--- config.mk ---
export PLATFORM = sky130hd
export DESIGN_NAME = wavetable_arbiter_flat
export DESIGN_NICKNAME = d
export VERILOG_FILES = /design/src/rtl/wavetable_if.sv /design/src/rtl/wavetable_arbiter.sv /design/src/flat_wrapper.sv
export SDC_FILE = /design/constraint.sdc
export NUM_CORES = 1
export LEC_CHECK = 0
export ABC_AREA = 1
export BUFFER_PORTS_ARGS = -buffer_cell sky130_fd_sc_hd__buf_2
export CAP_MARGIN = 20
export CORE_ASPECT_RATIO = 1.25
export CORE_MARGIN = 1
export CORE_UTILIZATION = 30
export DETAILED_ROUTE_END_ITERATION = 8
export GPL_TIMING_DRIVEN = 0
export MAX_ROUTING_LAYER = met4
export PLACE_DENSITY = 0.54
export SYNTH_ARGS = -nofsm -noshare
export SYNTH_HDL_FRONTEND = slang
export SYNTH_SLANG_ARGS = --single-unit
--- constraint.sdc ---
create_clock -name clk -period 18.46 [get_ports clk]
set_input_delay 1.846 -clock clk [delete_from_list [all_inputs] [get_ports clk]]
set_output_delay 1.846 -clock clk [all_outputs]
set_load 0.01 [all_outputs]
--- src/rtl/wavetable_if.sv ---
// Wavetable arbiter bus: requester side, ROM read port and response/status.
interface wavetable_if #(
    parameter int N  = 32,
    parameter int AW = 10,
    parameter int DW = 18
);
    logic [N-1:0]    req;
    logic [N*AW-1:0] req_addr;
    logic            hold;
    logic [N-1:0]    ack;
    logic            rd_en;
    logic [AW-1:0]   rd_addr;
    logic [DW-1:0]   rd_data;
    logic [N-1:0]    rsp_valid;
    logic [DW-1:0]   rsp_data;
    logic [15:0]     conflict_cnt;

    // Environment side: requesters, hold control and the ROM output word.
    modport master (
        output req, req_addr, hold, rd_data,
        input  ack, rd_en, rd_addr, rsp_valid, rsp_data, conflict_cnt
    );

    // Arbiter side.
    modport slave (
        input  req, req_addr, hold, rd_data,
        output ack, rd_en, rd_addr, rsp_valid, rsp_data, conflict_cnt
    );
endinterface

--- src/rtl/wavetable_arbiter.sv ---
// Round-robin arbiter sharing one single-port wavetable ROM among N requesters.
// One grant per cycle; the ROM word returns to the granted requester RD_LAT+1
// cycles after its ack.
module wavetable_arbiter #(
    parameter int N      = 32,
    parameter int AW     = 10,
    parameter int DW     = 18,
    parameter int RD_LAT = 1
) (
    input logic        clk,
    input logic        rst,
    wavetable_if.slave bus
);
    localparam int PW = (N > 1) ? $clog2(N) : 1;

    logic [PW-1:0] ptr;
    logic          grant;
    logic [PW-1:0] gidx;
    logic [PW-1:0] cand;
    logic [PW-1:0] ptr_next;

    logic [RD_LAT-1:0]         pipe_v;
    logic [RD_LAT-1:0][PW-1:0] pipe_idx;

    // Pick the first requester at or after ptr (circularly); none under rst or hold.
    always_comb begin
        grant = 1'b0;
        gidx  = '0;
        cand  = '0;
        if (!rst && !bus.hold) begin
            for (int unsigned k = 0; k < N; k++) begin
                cand = PW'((32'(ptr) + k) % N);
                if (!grant && bus.req[cand]) begin
                    grant = 1'b1;
                    gidx  = cand;
                end
            end
        end
    end

    // Drive the ROM port and the one-hot ack for the winner.
    always_comb begin
        bus.ack     = '0;
        bus.rd_en   = grant;
        bus.rd_addr = '0;
        if (grant) begin
            bus.ack[gidx] = 1'b1;
            bus.rd_addr   = bus.req_addr[gidx*AW +: AW];
        end
    end

    assign ptr_next = (gidx == PW'(N - 1)) ? '0 : gidx + 1'b1;

    // Priority pointer moves just past the winner.
    always_ff @(posedge clk) begin
        if (rst)
            ptr <= '0;
        else if (grant)
            ptr <= ptr_next;
    end

    // Valid bits track outstanding ROM reads; reset discards anything in flight.
    always_ff @(posedge clk) begin
        if (rst) begin
            pipe_v <= '0;
        end else begin
            pipe_v[0] <= grant;
            for (int unsigned k = 1; k < RD_LAT; k++)
                pipe_v[k] <= pipe_v[k-1];
        end
    end

    // Requester index rides alongside each outstanding read.
    always_ff @(posedge clk) begin
        pipe_idx[0] <= gidx;
        for (int unsigned k = 1; k < RD_LAT; k++)
            pipe_idx[k] <= pipe_idx[k-1];
    end

    // The last pipeline entry lines up with valid rd_data; register it as the response.
    always_ff @(posedge clk) begin
        if (rst) begin
            bus.rsp_valid <= '0;
            bus.rsp_data  <= '0;
        end else if (pipe_v[RD_LAT-1]) begin
            bus.rsp_valid <= N'(1) << pipe_idx[RD_LAT-1];
            bus.rsp_data  <= bus.rd_data;
        end else begin
            bus.rsp_valid <= '0;
        end
    end

    // Saturating count of cycles where two or more requesters contend.
    always_ff @(posedge clk) begin
        if (rst)
            bus.conflict_cnt <= '0;
        else if (!bus.hold && ($countones(bus.req) >= 2) && (bus.conflict_cnt != 16'hFFFF))
            bus.conflict_cnt <= bus.conflict_cnt + 16'd1;
    end
endmodule

--- src/flat_wrapper.sv ---
// flat-port wrapper written by rule: the top's interface ports become plain ports
module wavetable_arbiter_flat 
#(
    parameter int N      = 32,
    parameter int AW     = 10,
    parameter int DW     = 18,
    parameter int RD_LAT = 1
)
  (clk, rst, bus_req, bus_req_addr, bus_hold, bus_rd_data, bus_ack, bus_rd_en, bus_rd_addr, bus_rsp_valid, bus_rsp_data, bus_conflict_cnt);
  wavetable_if #(.N(N), .AW(AW), .DW(DW)) bus_i ();
  input logic clk;
  input logic rst;
  input wire logic [$bits(bus_i.req)-1:0] bus_req;
  input wire logic [$bits(bus_i.req_addr)-1:0] bus_req_addr;
  input wire logic [$bits(bus_i.hold)-1:0] bus_hold;
  input wire logic [$bits(bus_i.rd_data)-1:0] bus_rd_data;
  output wire logic [$bits(bus_i.ack)-1:0] bus_ack;
  output wire logic [$bits(bus_i.rd_en)-1:0] bus_rd_en;
  output wire logic [$bits(bus_i.rd_addr)-1:0] bus_rd_addr;
  output wire logic [$bits(bus_i.rsp_valid)-1:0] bus_rsp_valid;
  output wire logic [$bits(bus_i.rsp_data)-1:0] bus_rsp_data;
  output wire logic [$bits(bus_i.conflict_cnt)-1:0] bus_conflict_cnt;
  assign bus_i.req = bus_req;
  assign bus_i.req_addr = bus_req_addr;
  assign bus_i.hold = bus_hold;
  assign bus_i.rd_data = bus_rd_data;
  assign bus_ack = bus_i.ack;
  assign bus_rd_en = bus_i.rd_en;
  assign bus_rd_addr = bus_i.rd_addr;
  assign bus_rsp_valid = bus_i.rsp_valid;
  assign bus_rsp_data = bus_i.rsp_data;
  assign bus_conflict_cnt = bus_i.conflict_cnt;
  wavetable_arbiter #(.N(N), .AW(AW), .DW(DW), .RD_LAT(RD_LAT)) u_core (.clk(clk), .rst(rst), .bus(bus_i));
endmodule
# After elaboration in Yosys (flattened, before gate mapping)
# Index checks and enable logic that the tools add are counted.
[classes]
add_sub_neg = 64
multipliers = 1
order_cmp = 35
eq_ne = 2
shifts = 2
n_mux = 166
bitwise_logic = 1
n_reduce_logical = 69
[op_table]
columns = ["op", "count"]
rows = [
  ["32-bit adder", 15],
  ["320-bit by 10-bit indexed part select with 10-bit output", 1],
  ["5-bit by 6-bit less-than comparator with 1-bit output (second input constant)", 33],
  ["5-bit 2-to-1 mux", 34],
  ["1-bit binary-select mux with 5-bit select", 32],
  ["1-bit 2-to-1 mux", 97],
  ["5-bit adder (second input constant)", 16],
  ["5-bit by 4-bit adder with 5-bit output (second input constant)", 8],
  ["1-bit logical AND", 35],
  ["1-bit zero test", 33],
  ["1-bit by 1-bit adder with 2-bit output", 16],
  ["32-bit by 3-bit >= comparator with 1-bit output (second input constant)", 1],
  ["32-bit 2-to-1 mux", 1],
  ["1-bit by 5-bit left shift with 32-bit output (first input constant)", 1],
  ["5-bit by 3-bit adder with 5-bit output (second input constant)", 4],
  ["16-bit by 1-bit adder with 16-bit output (second input constant)", 1],
  ["16-bit inequality test (second input constant)", 1],
  ["5-bit by 1-bit adder with 5-bit output (second input constant)", 2],
  ["5-bit by 2-bit adder with 5-bit output (second input constant)", 2],
  ["10-bit 2-to-1 mux", 1],
  ["5-bit by 3-bit multiplier with 8-bit output (second input constant)", 1],
  ["1-bit demux with 5-bit select", 1],
  ["5-bit == test (second input constant)", 1],
  ["5-bit by 1-bit >= comparator with 1-bit output (second input constant)", 1],
  ["other kinds (2)", 2],
]
[totals]
register_bits = 77

# Longest topological paths before layout
# Gate-level depths: netlist of run 1.
[depth]
word_depth = 133
ltp_mapped = 46
mapped_depth_nobuf = 41

# Worst setup path after synthesis of run 1
# OpenSTA, ideal clock, no wires.
[synth_path]
path_type = "input to output"
startpoint = "input bus_req[29]"
endpoint = "output bus_ack[3]"
arrival_ns = 5.687
required_ns = 16.614
slack_ns = 10.927
stages = 30
path_cell_list = "nand2_1 nand3_1 and2_1 nand2_1 nand3_1 nand2_1 nand2_1 nand2_1 nand4_4 nor2_8 nand4_4 nor2_2 nand4_2 nor2_2 nand4_2 nor2_4 nand4_4 nor2_4 nand4_2 nor2_4 nand4_4 nor2_4 nand3_4 o21ai_1 nor2_1 nor2_4 buf_2 ha_1 clkinv_1 nor3_1"
[synth_via]
elab_chain_len = 133
word_cells_on_any_way = 229
[synth_lines]
columns = ["item", "line", "text"]
rows = [
  ["start, declared", "flat_wrapper.sv:13", "input wire logic [$bits(bus_i.req)-1:0] bus_req;"],
  ["1-bit binary-select mux with 5-bit select", "wavetable_arbiter.sv:33", "if (!grant && bus.req[cand]) begin"],
  ["1-bit 2-to-1 mux (implied by the code)", "wavetable_arbiter.sv:33", ""],
  ["1-bit 2-to-1 mux", "wavetable_arbiter.sv:33", ""],
  ["1-bit 2-to-1 mux", "wavetable_arbiter.sv:30", "if (!rst && !bus.hold) begin"],
  ["1-bit zero test", "wavetable_arbiter.sv:33", ""],
  ["1-bit logical AND", "wavetable_arbiter.sv:33", ""],
  ["1-bit 2-to-1 mux", "wavetable_arbiter.sv:33", ""],
  ["1-bit 2-to-1 mux", "wavetable_arbiter.sv:30", ""],
  ["(+118 left out)", "n/a", ""],
  ["5-bit 2-to-1 mux *", "wavetable_arbiter.sv:33", ""],
  ["5-bit 2-to-1 mux *", "wavetable_arbiter.sv:30", ""],
  ["net u_core.gidx[1]", "wavetable_arbiter.sv:18", "logic [PW-1:0] gidx;"],
  ["5-bit by 6-bit less-than comparator with 1-bit output (implied by the code) / 5-bit by 1-bit >= comparator with 1-bit output (equally long branches)", "wavetable_arbiter.sv:47", "bus.ack[gidx] = 1'b1;"],
  ["1-bit logical AND (implied by the code)", "wavetable_arbiter.sv:47", ""],
  ["1-bit 2-to-1 mux (implied by the code)", "wavetable_arbiter.sv:47", ""],
  ["1-bit demux with 5-bit select *", "n/a", ""],
  ["32-bit 2-to-1 mux *", "wavetable_arbiter.sv:46", "if (grant) begin"],
  ["end, declared", "flat_wrapper.sv:17", "output wire logic [$bits(bus_i.ack)-1:0] bus_ack;"],
]
# Mark *: on every way through the listed nets, which the timed path passes. The rest lies on a longest branch. The select of a mux whose other input is x is not followed.

# Worst setup path after layout of run 1
[layout_path]
startpoint = "register u_core.ptr[1]"
endpoint = "output bus_rd_addr[3]"
[layout_via]
elab_chain_len = 131
word_cells_on_any_way = 257
[layout_lines]
columns = ["item", "line", "text"]
rows = [
  ["start, declared", "wavetable_arbiter.sv:16", "logic [PW-1:0] ptr;"],
  ["start signal, assigned", "wavetable_arbiter.sv:59", "ptr <= ptr_next;"],
  ["branches (longest 130 deep; another with 5-bit by 1-bit adder with 5-bit output)", "n/a", ""],
  ["10-bit 2-to-1 mux *", "wavetable_arbiter.sv:46", ""],
  ["end, declared", "flat_wrapper.sv:19", "output wire logic [$bits(bus_i.rd_addr)-1:0] bus_rd_addr;"],
]
# Mark *: on every way between the ends. The select of a mux whose other input is x is not followed.

==> reports/metrics.cfg, run 1 <==
[global_route]
grt_max_degree = 16
grt_use_total = 0.315
use_met1 = 0.350
overflow = 0
grt_pass1_vias = 16192
antenna_found_initial = 2
grt_busiest_layer = met2
grt_pass1_wl_um = 99000
use_met3 = 0.0308
grt_util_met2 = 0.571

[sta]
fmax_ghz = 0.0980
worst_pin_slew_ns = 1.14
period_needed_ns = 10.21
worst_slack_ns = 8.25
relSlewSlack = 0.240
finClkSkew_ns = 0.00878
finalSetupViolCount = 0
final-hold-violation-count = 0
grt_setup_unrepaired = false
final.setup.tns_ns = 0
drv_slew = 0
timing.final.crit_share = 0.553

[cts]
cts_root_buf = clkbuf_16
cts_sinks = 77
hold_buffers = 0
cts_setup_buffers = 0
cts_buffers = 9
ctsResizeCount = 0
tritoncts = built
h-tree-depth = 3
path_clk_slew_ns = 0.06
cts.path.max_buffers = 2
clk_latency_ns = 0.34

[synth]
synth_edf_count = 0
avgSynthCellArea_um2 = 5.48
syn_area_um2 = 12800
ys_ff_latch = 77
netlist.area_leader.share = 0.189
synth_flop_cell = dfxtp_1
synth-async-reset-ratio = 0
syn_nets = 2770
yosys.area.top_type = nand2_1
synth_cell_types = 47
synthTopCellsByArea = nand2_1 (19%), nand3_1 (18%), dfxtp_1 (12%)
synth_cells = 2329
yosysWarnings = 0
ys_top_cells_by_count = nand2_1 (644), nand3_1 (460), inv_1 (406), nor2_1 (190), nand3b_1 (86)
yosysMostFrequentCell = nand2_1
yosysSeqAreaShare = 0.121

[routing]
drtIter0Drc = 1344
drc = 0
routed_via_density = 5.08
routed_wirelength_um = 69600
first_pass_iters = 6
post_drt_wl_per_cell_um = 20.6
ant_nets = 0
vias = 17191

[critical_path]
r2r_cells = 38
path_delay_family = simple AND/OR/NAND/NOR gates
cp_data_arrival_time_ns = 8.36
cp_slowest_stage_delay_ns = 0.72
r2r_end = u_core.ptr[4]
crit_top_cell = nand3_1
worst_setup_path_start_kind = flip-flop
setup.worst_path.end_class = output pin
crit_type = reg2out
worst-path-buf-inv = 8
r2r_setup_slack_ns = 10.49
worstPathRequired_ns = 16.61
slowest_stage = buf_1
r2r_start = u_core.ptr[1]
path_max_fanout = 13

[placed_design]
gp_congestion = 1.08
port_buffers = 480
hpwlAfterDp_um = 60000
preCtsSetupSlack_ns = 8.64

[floorplan]
die_x_um = 186
die_area_um2 = 43400
start_util = 0.304
pin_count = 482
die_h_um = 233
rows = 84
core_area_um2 = 42000

[outcome]
status = completed

[power_and_ir_drop]
power.total_uw = 1130
power_density_nw_per_um2 = 69.7
switching_share = 0.520
p_comb_frac = 0.684
internal_power_uw = 542
p_switching_uw = 586
clock_power_share = 0.158
ir_worst_vdd_v = 0.000128
seq_power_share = 0.158
total_leakage_power_uw = 0.00945

[finish]
fillers = 4869
seq_area_um2 = 1540
area_growth_pct = 26.8
nNetsFinal = 3262
multi_input_area_um2 = 8960
drive_gt1_frac = 0.228

[hold_path]
hold_start = u_core.bus.rsp_data[3]
hold_path_depth = 2
min_path_type = reg2reg
worstHoldEndpoint = u_core.bus.rsp_data[3]

[flow_run]
cap_violations = 0

per-layer routing:
metal,wire [µm],share of wire
met5,0,0
met4,3240,0.047
met3,4180,0.060
met2,35200,0.50
met1,27100,0.39
metrics by stage:
stage                util  std cells  hold WS (ns)  instance area (µm²)
global placement    0.377       3368         0.475                15900
CTS                 0.385       3385         0.503                16200
global route        0.385       3387         0.521                16200
floorplan               -       2329         0.496                12800
detailed placement  0.378       3369         0.485                15900
finish              0.385       3387         0.510                16200
final cells by class:
type | instances | area share
multi-input cells | 1713 | 0.554
inverters | 420 | 0.0974
flip-flops and latches | 77 | 0.0953
plain buffers | 119 | 0.0426
well taps | 559 | 0.0432
clock buffers | 9 | 0.0139
diodes | 2 | 0.000309
clock inverters | 7 | 0.00464
repair buffers | 481 | 0.149
worst register-to-register path, delay by kind of cell, from the launching register on:
family,cells,cell delay (ns)
simple gates,25,3.94
buf+inv,7,2.23
fa+ha+maj,3,0.84
flops,1,0.44
compound gates,3,0.39
cells by family (layout without fill, tap and decap cells):
logic type                 count (synthesis)  after routing  synth area share
DFF                                       77             77             0.121
AOI/OAI and AO/OA                        147            147            0.0664
and+or+nand+nor                         1476           1476             0.535
other                                      0              2                 0
adders and majority gates                 68             68            0.0820
xor gates and xnor gates                  22             22            0.0186
buffers and inverters                    539           1036             0.178
how the worst max path moves through the flow:
stage | startpoint | to | slack (ns) | cells after the start
after floorplan | bus_req[29] | bus_ack[3] | 10.93 | 30
after global placement | u_core.ptr[1] | bus_ack[15] | 8.68 | 36
after detailed placement | u_core.ptr[1] | bus_ack[15] | 8.64 | 36
after CTS | u_core.ptr[1] | bus_ack[15] | 8.26 | 36
after global routing | u_core.ptr[1] | bus_ack[15] | 7.82 | 36
final | u_core.ptr[1] | bus_rd_addr[3] | 8.25 | 39
cell usage in the layout, fill, tap and decap left out, types with 3 or more instances in the layout:
master,netlist,final
a21boi_0,3,3
a21oi_1,25,25
a31oi_1,9,9
and2_1,5,5
buf_1,4,4
buf_2,65,545
buf_4,17,18
buf_6,13,13
clkbuf_1,20,20
clkbuf_16,0,9
clkinv_1,3,3
clkinvlp_4,0,3
dfxtp_1,77,77
fa_1,26,26
ha_1,42,42
inv_1,406,406
inv_2,11,11
nand2_1,644,644
nand2_2,3,3
nand3_1,460,460
nand3_2,6,6
nand3b_1,86,86
nand4_1,40,40
nand4_2,3,3
nand4_4,4,4
nor2_1,190,190
nor2_2,3,3
nor2_4,7,7
nor3_1,20,20
o211ai_1,10,10
o21a_1,6,6
o21ai_0,71,71
o21ai_1,9,9
o21bai_1,5,5
xnor2_1,3,3
xor2_1,13,13
xor2_2,6,6
flip-flops by register name, summed over array words and instances (netlist names):
register	count
u_core.bus.rsp_valid	32
u_core.bus.conflict_cnt	16
u_core.pipe_idx	5
u_core.ptr	5
u_core.pipe_v	1
u_core.bus.rsp_data	18
power by group through the flow:
stage               Combinational (µW)  Clock [µW]  Sequential [µW]
finish                             771         179              178
detailed placement                 765           0              182
floorplan                          492           0              183
global placement                   751           0              182
CTS                                768         179              178
global route                       850         188              179
(Power assumes the default switching activity.)
==> inputs of run 2 (changes only) <==
- clock period: 18.46 -> 9.7 ns (I/O delays scaled with it)
==> reports/metrics.cfg, run 2 (synthesized netlist as in run 1, its figures left out) <==
[outcome]
status = completed  ; unchanged

[global_route]
overflow = 0  ; unchanged
antenna_found_initial = 2  ; unchanged
grt_pass1_wl_um = 99000  ; unchanged
grt_pass1_vias = 16192  ; unchanged
grt_use_total = 0.315  ; unchanged
grt_max_degree = 16  ; unchanged

[routing]
routed_wirelength_um = 69400  ; was 69,600 µm
ant_nets = 0  ; unchanged
drtIter0Drc = 1361  ; was 1,344
vias = 17127  ; was 17,191
first_pass_iters = 7  ; was 6
post_drt_wl_per_cell_um = 20.5  ; was 20.6 µm
drc = 0  ; unchanged
routed_via_density = 5.06  ; was 5.08

[critical_path]
slowest_stage = buf_1  ; unchanged
cp_slowest_stage_delay_ns = 0.77  ; was 0.72 ns
path_max_fanout = 15  ; was 13
crit_type = reg2out  ; unchanged
worstSetupStartpoint = u_core.ptr[2]  ; was u_core.ptr[1]
crit_top_cell = nand2_1  ; was nand3_1
setup.worst_path.end = bus_rd_addr[3]  ; unchanged
path_delay_family = simple AND/OR/NAND/NOR gates  ; unchanged
worstPathRequired_ns = 8.73  ; was 16.61 ns
worst-path-stages = 35  ; was 39
worst_setup_path_start_kind = flip-flop  ; unchanged
setup.worst_path.end_class = output pin  ; unchanged
worst-path-buf-inv = 6  ; was 8
cp_data_arrival_time_ns = 7.98  ; was 8.36 ns
r2r_end = u_core.ptr[4]  ; unchanged
r2r_start = u_core.ptr[2]  ; was u_core.ptr[1]
r2r_setup_slack_ns = 2.12  ; was 10.49 ns
r2r_cells = 34  ; was 38

[placed_design]
hpwlAfterDp_um = 60000  ; unchanged
place_area_um2 = 15900  ; unchanged
gp_congestion = 1.08  ; unchanged
port_buffers = 480  ; unchanged
placedCellCount = 3369  ; unchanged

[cts]
cts_sinks = 77  ; unchanged
ctsResizeCount = 0  ; unchanged
clk_latency_ns = 0.34  ; about the same
path_clk_slew_ns = 0.06  ; about the same
cts_setup_buffers = 0  ; unchanged
cts.path.max_buffers = 2  ; unchanged
tritoncts = built  ; unchanged
hold_buffers = 0  ; unchanged
cts_buffers = 9  ; unchanged
cts_root_buf = clkbuf_16  ; unchanged
h-tree-depth = 3  ; unchanged

[sta]
period_needed_ns = 8.95
finClkSkew_ns = 0.00705  ; was 0.00878 ns
grt_setup_unrepaired = false  ; unchanged
relSlewSlack = 0.257  ; was 0.240
drv_slew = 0  ; unchanged
final-hold-violation-count = 0  ; unchanged
worst_pin_slew_ns = 1.11  ; was 1.14 ns
fmax_ghz = 0.112
finalSetupViolCount = 0  ; unchanged
timing.final.crit_share = 0.923
final.setup.tns_ns = 0  ; unchanged

[finish]
largest_register = u_core.bus.rsp_valid  ; unchanged
largest_reg_flops = 32  ; unchanged
finish.utilization = 0.385  ; about the same
drive_gt1_frac = 0.228  ; about the same
final_common_cell = nand2_1  ; unchanged
nNetsFinal = 3261  ; was 3,262
fin_area_um2 = 16200  ; about the same
area_growth_pct = 26.7  ; was 26.8%
fin_cells = 3387  ; unchanged
final_cell_mix = nand2_1 (644), buf_2 (545), nand3_1 (460)  ; unchanged
top_regs = u_core.bus.rsp_valid: 32 flops, u_core.bus.rsp_data: 18 flops, u_core.bus.conflict_cnt: 16 flops  ; unchanged

[floorplan]
die_h_um = 233  ; unchanged
die_area_um2 = 43400  ; unchanged
core_area_um2 = 42000  ; unchanged
die_x_um = 186  ; unchanged
start_util = 0.304  ; unchanged
pin_count = 482  ; unchanged
rows = 84  ; unchanged

[hold_path]
min_path_type = reg2reg  ; unchanged

[power_and_ir_drop]
p_comb_frac = 0.683  ; was 0.684
p_switching_uw = 1120  ; was 586 µW
switching_share = 0.520  ; about the same
seq_power_share = 0.158  ; about the same
power.total_uw = 2150  ; was 1130 µW
internal_power_uw = 1030  ; was 542 µW
total_leakage_power_uw = 0.00945  ; about the same
power_density_nw_per_um2 = 133  ; was 69.7 nW/µm²
ir_worst_vdd_v = 0.000243  ; was 0.000128 V
clock_power_share = 0.158  ; about the same

[flow_run]
cap_violations = 0  ; unchanged

run 2: cell count changes in the layout (fill, tap and decap cells not counted):
cell	change
buf_1	-1
diode_2	+1
run 2: worst reg2reg max path: cells and delay by family (launching register included):
| family | cells | cell delay [ns] |
|---|---|---|
| AOI/OAI and AO/OA | 4 | 0.72 |
| and+or+nand+nor | 22 | 3.29 |
| buffers and inverters | 5 | 2.18 |
| adders and majority gates | 3 | 0.86 |
| DFF | 1 | 0.36 |
run 2: worst min path at each step:
stage	from	to	slack, ns	cells after the start
2_1_floorplan	u_core.bus.conflict_cnt[12]	u_core.bus.conflict_cnt[12]	0.50	1
3_3_place_gp	u_core.bus.rsp_data[1]	u_core.bus.rsp_data[1]	0.48	2
3_5_place_dp	u_core.bus.rsp_data[13]	u_core.bus.rsp_data[13]	0.49	2
4_1_cts	u_core.bus.rsp_data[3]	u_core.bus.rsp_data[3]	0.50	2
5_1_grt	u_core.bus.conflict_cnt[6]	u_core.bus.conflict_cnt[6]	0.52	1
6_report	u_core.bus.rsp_data[2]	u_core.bus.rsp_data[2]	0.51	2
run 2: cell type report:
class | instances | area, µm²
diodes | 3 | 7.51
plain buffers | 118 | 686
clock buffers | 9 | 225
clock inverters | 7 | 75.1
fillers | 4870 | 25900
inverters | 420 | 1580
multi-input cells | 1713 | 8960
flip-flops and latches | 77 | 1540
well taps | 559 | 699
repair buffers | 481 | 2410
run 2: power groups by stage:
stage          clock network, µW  registers (µW)  logic [µW]
5_1_grt                      357             340        1620
3_5_place_dp                   0             346        1460
2_1_floorplan                  0             349         937
6_report                     340             339        1470
3_3_place_gp                   0             346        1430
4_1_cts                      341             339        1460
run 2: per-layer routing:
layer / share of wire / global-route usage
met5: 0 / -
met4: 0.047 / 0.134
met3: 0.059 / 0.0308
met2: 0.51 / 0.571
met1: 0.39 / 0.350
run 2: stage by stage:
step                      worst slack, ns  hold slack [ns]
final                               0.751            0.509
after CTS                           0.380            0.503
after floorplan                      3.31            0.496
after detailed placement            0.756            0.485
after global routing                0.333            0.521
after global placement              0.801            0.475
==> inputs of run 3 (changes only) <==
- CTS_BUF_LIST: unset -> sky130_fd_sc_hd__clkbuf_4 sky130_fd_sc_hd__clkbuf_8
==> reports/metrics.cfg, run 3 (synthesized netlist as in run 1, its figures left out) <==
[cts]
cts_sinks = 77  ; unchanged
h-tree-depth = 3  ; unchanged
cts_setup_buffers = 0  ; unchanged
hold_buffers = 0  ; unchanged
ctsResizeCount = 0  ; unchanged
cts_buffers = 9  ; unchanged
cts.path.max_buffers = 2  ; unchanged
cts_root_buf = clkbuf_8  ; was clkbuf_16
path_clk_slew_ns = 0.08  ; was 0.06 ns
clk_latency_ns = 0.36  ; was 0.34 ns
tritoncts = built  ; unchanged

[sta]
fmax_ghz = 0.111  ; was 0.112 GHz
drv_slew = 0  ; unchanged
final.setup.tns_ns = 0  ; unchanged
final-hold-violation-count = 0  ; unchanged
timing.final.crit_share = 0.928  ; was 0.923
period_needed_ns = 9.00  ; was 8.95 ns
finClkSkew_ns = 0.0138  ; was 0.00705 ns
relSlewSlack = 0.250  ; was 0.257
worst_pin_slew_ns = 1.12  ; was 1.11 ns
grt_setup_unrepaired = false  ; unchanged
finalSetupViolCount = 0  ; unchanged

[finish]
final_common_cell = nand2_1  ; unchanged
seq_area_um2 = 1540  ; unchanged
largest_reg_flops = 32  ; unchanged
multi_input_area_um2 = 8960  ; unchanged
largest_register = u_core.bus.rsp_valid  ; unchanged
drive_gt1_frac = 0.228  ; unchanged
area_growth_pct = 25.9  ; was 26.7%
nNetsFinal = 3261  ; unchanged
final_cell_mix = nand2_1 (644), buf_2 (545), nand3_1 (460)  ; unchanged
top_regs = u_core.bus.rsp_valid: 32 flops, u_core.bus.rsp_data: 18 flops, u_core.bus.conflict_cnt: 16 flops  ; unchanged
fillers = 4889  ; was 4,870

[routing]
vias = 17199  ; was 17,127
first_pass_iters = 8  ; was 7
ant_nets = 0  ; unchanged
drc = 0  ; unchanged
post_drt_wl_per_cell_um = 20.5  ; about the same
drtIter0Drc = 1273  ; was 1,361
routed_via_density = 5.08  ; was 5.06
routed_wirelength_um = 69500  ; was 69,400 µm

[outcome]
status = completed  ; unchanged

[critical_path]
path_max_fanout = 15  ; unchanged
cp_data_arrival_time_ns = 8.03  ; was 7.98 ns
slowest_stage = buf_1  ; unchanged
cp_slowest_stage_delay_ns = 0.79  ; was 0.77 ns
worst_setup_path_start_kind = flip-flop  ; unchanged
path_delay_family = simple AND/OR/NAND/NOR gates  ; unchanged
worst-path-buf-inv = 6  ; unchanged
crit_top_cell = nand2_1  ; unchanged
worstPathRequired_ns = 8.73  ; about the same
crit_type = reg2out  ; unchanged
setup.worst_path.end_class = output pin  ; unchanged

[power_and_ir_drop]
total_leakage_power_uw = 0.00940  ; was 0.00945 µW
power_density_nw_per_um2 = 128  ; was 133 nW/µm²
power.total_uw = 2060  ; was 2150 µW
ir_worst_vdd_v = 0.000244  ; was 0.000243 V

[placed_design]
hpwlAfterDp_um = 60000  ; unchanged
gp_congestion = 1.08  ; unchanged
port_buffers = 480  ; unchanged

[hold_path]
min_path_type = reg2reg  ; unchanged

[floorplan]
pin_count = 482  ; unchanged
core_area_um2 = 42000  ; unchanged
die_h_um = 233  ; unchanged
die_x_um = 186  ; unchanged
rows = 84  ; unchanged
die_area_um2 = 43400  ; unchanged
start_util = 0.304  ; unchanged

[global_route]
antenna_found_initial = 2  ; unchanged
grt_pass1_wl_um = 99000  ; about the same
grt_pass1_vias = 16200  ; was 16,192
overflow = 0  ; unchanged
grt_use_total = 0.315  ; about the same
grt_max_degree = 16  ; unchanged

[flow_run]
cap_violations = 0  ; unchanged

[run 3: final timing paths]
path,from,to,slack [ns],depth (start not counted)
setup / recovery,u_core.ptr[2],bus_rd_addr[3],0.70,35
hold / removal,u_core.bus.rsp_data[3],u_core.bus.rsp_data[3],0.51,2
setup reg to reg,u_core.ptr[2],u_core.ptr[4],2.08,34
hold reg to reg,u_core.bus.rsp_data[3],u_core.bus.rsp_data[3],0.51,2
[run 3: through the flow]
step / instance area, µm² / cells / hold slack [ns] / util / setup WS (ns)
2_1_floorplan: 12800 / 2329 / 0.496 / - / 3.31
3_3_place_gp: 15900 / 3368 / 0.475 / 0.377 / 0.801
3_5_place_dp: 15900 / 3369 / 0.485 / 0.378 / 0.756
4_1_cts: 16100 / 3385 / 0.509 / 0.382 / 0.352
5_1_grt: 16100 / 3386 / 0.525 / 0.382 / 0.300
6_report: 16100 / 3386 / 0.515 / 0.382 / 0.697
[run 3: routing by layer]
metal  vias to the layer above  share of wire  track usage
met5                         -              0            -
met4                         0          0.049        0.137
met3                       162          0.061       0.0312
met2                       769           0.50        0.569
met1                      7917           0.39        0.351
li1                       8351              -            -
[run 3: tightest hold or removal path, delay by kind of cell (launching register included)]
family	cells	cell delay, ns
flops	1	0.33
compound gates	1	0.08
simple gates	1	0.07
[run 3: layout make-up]
cell class	instances	share of cell area
antenna	2	0.000311
buffer	118	0.0427
clock buffer	9	0.00771
clock inverter	7	0.00467
inverter	420	0.0981
multi-input combinational	1713	0.557
sequential	77	0.0959
tap	559	0.0435
timing repair buffer	481	0.150
[run 3: power by group]
| part | internal, µW | total [µW] | switching (µW) |
|---|---|---|---|
| Combinational | 501 | 1470 | 967 |
| Clock | 120 | 251 | 132 |
| Sequential | 329 | 339 | 10.1 |
| Total | 950 | 2060 | 1110 |
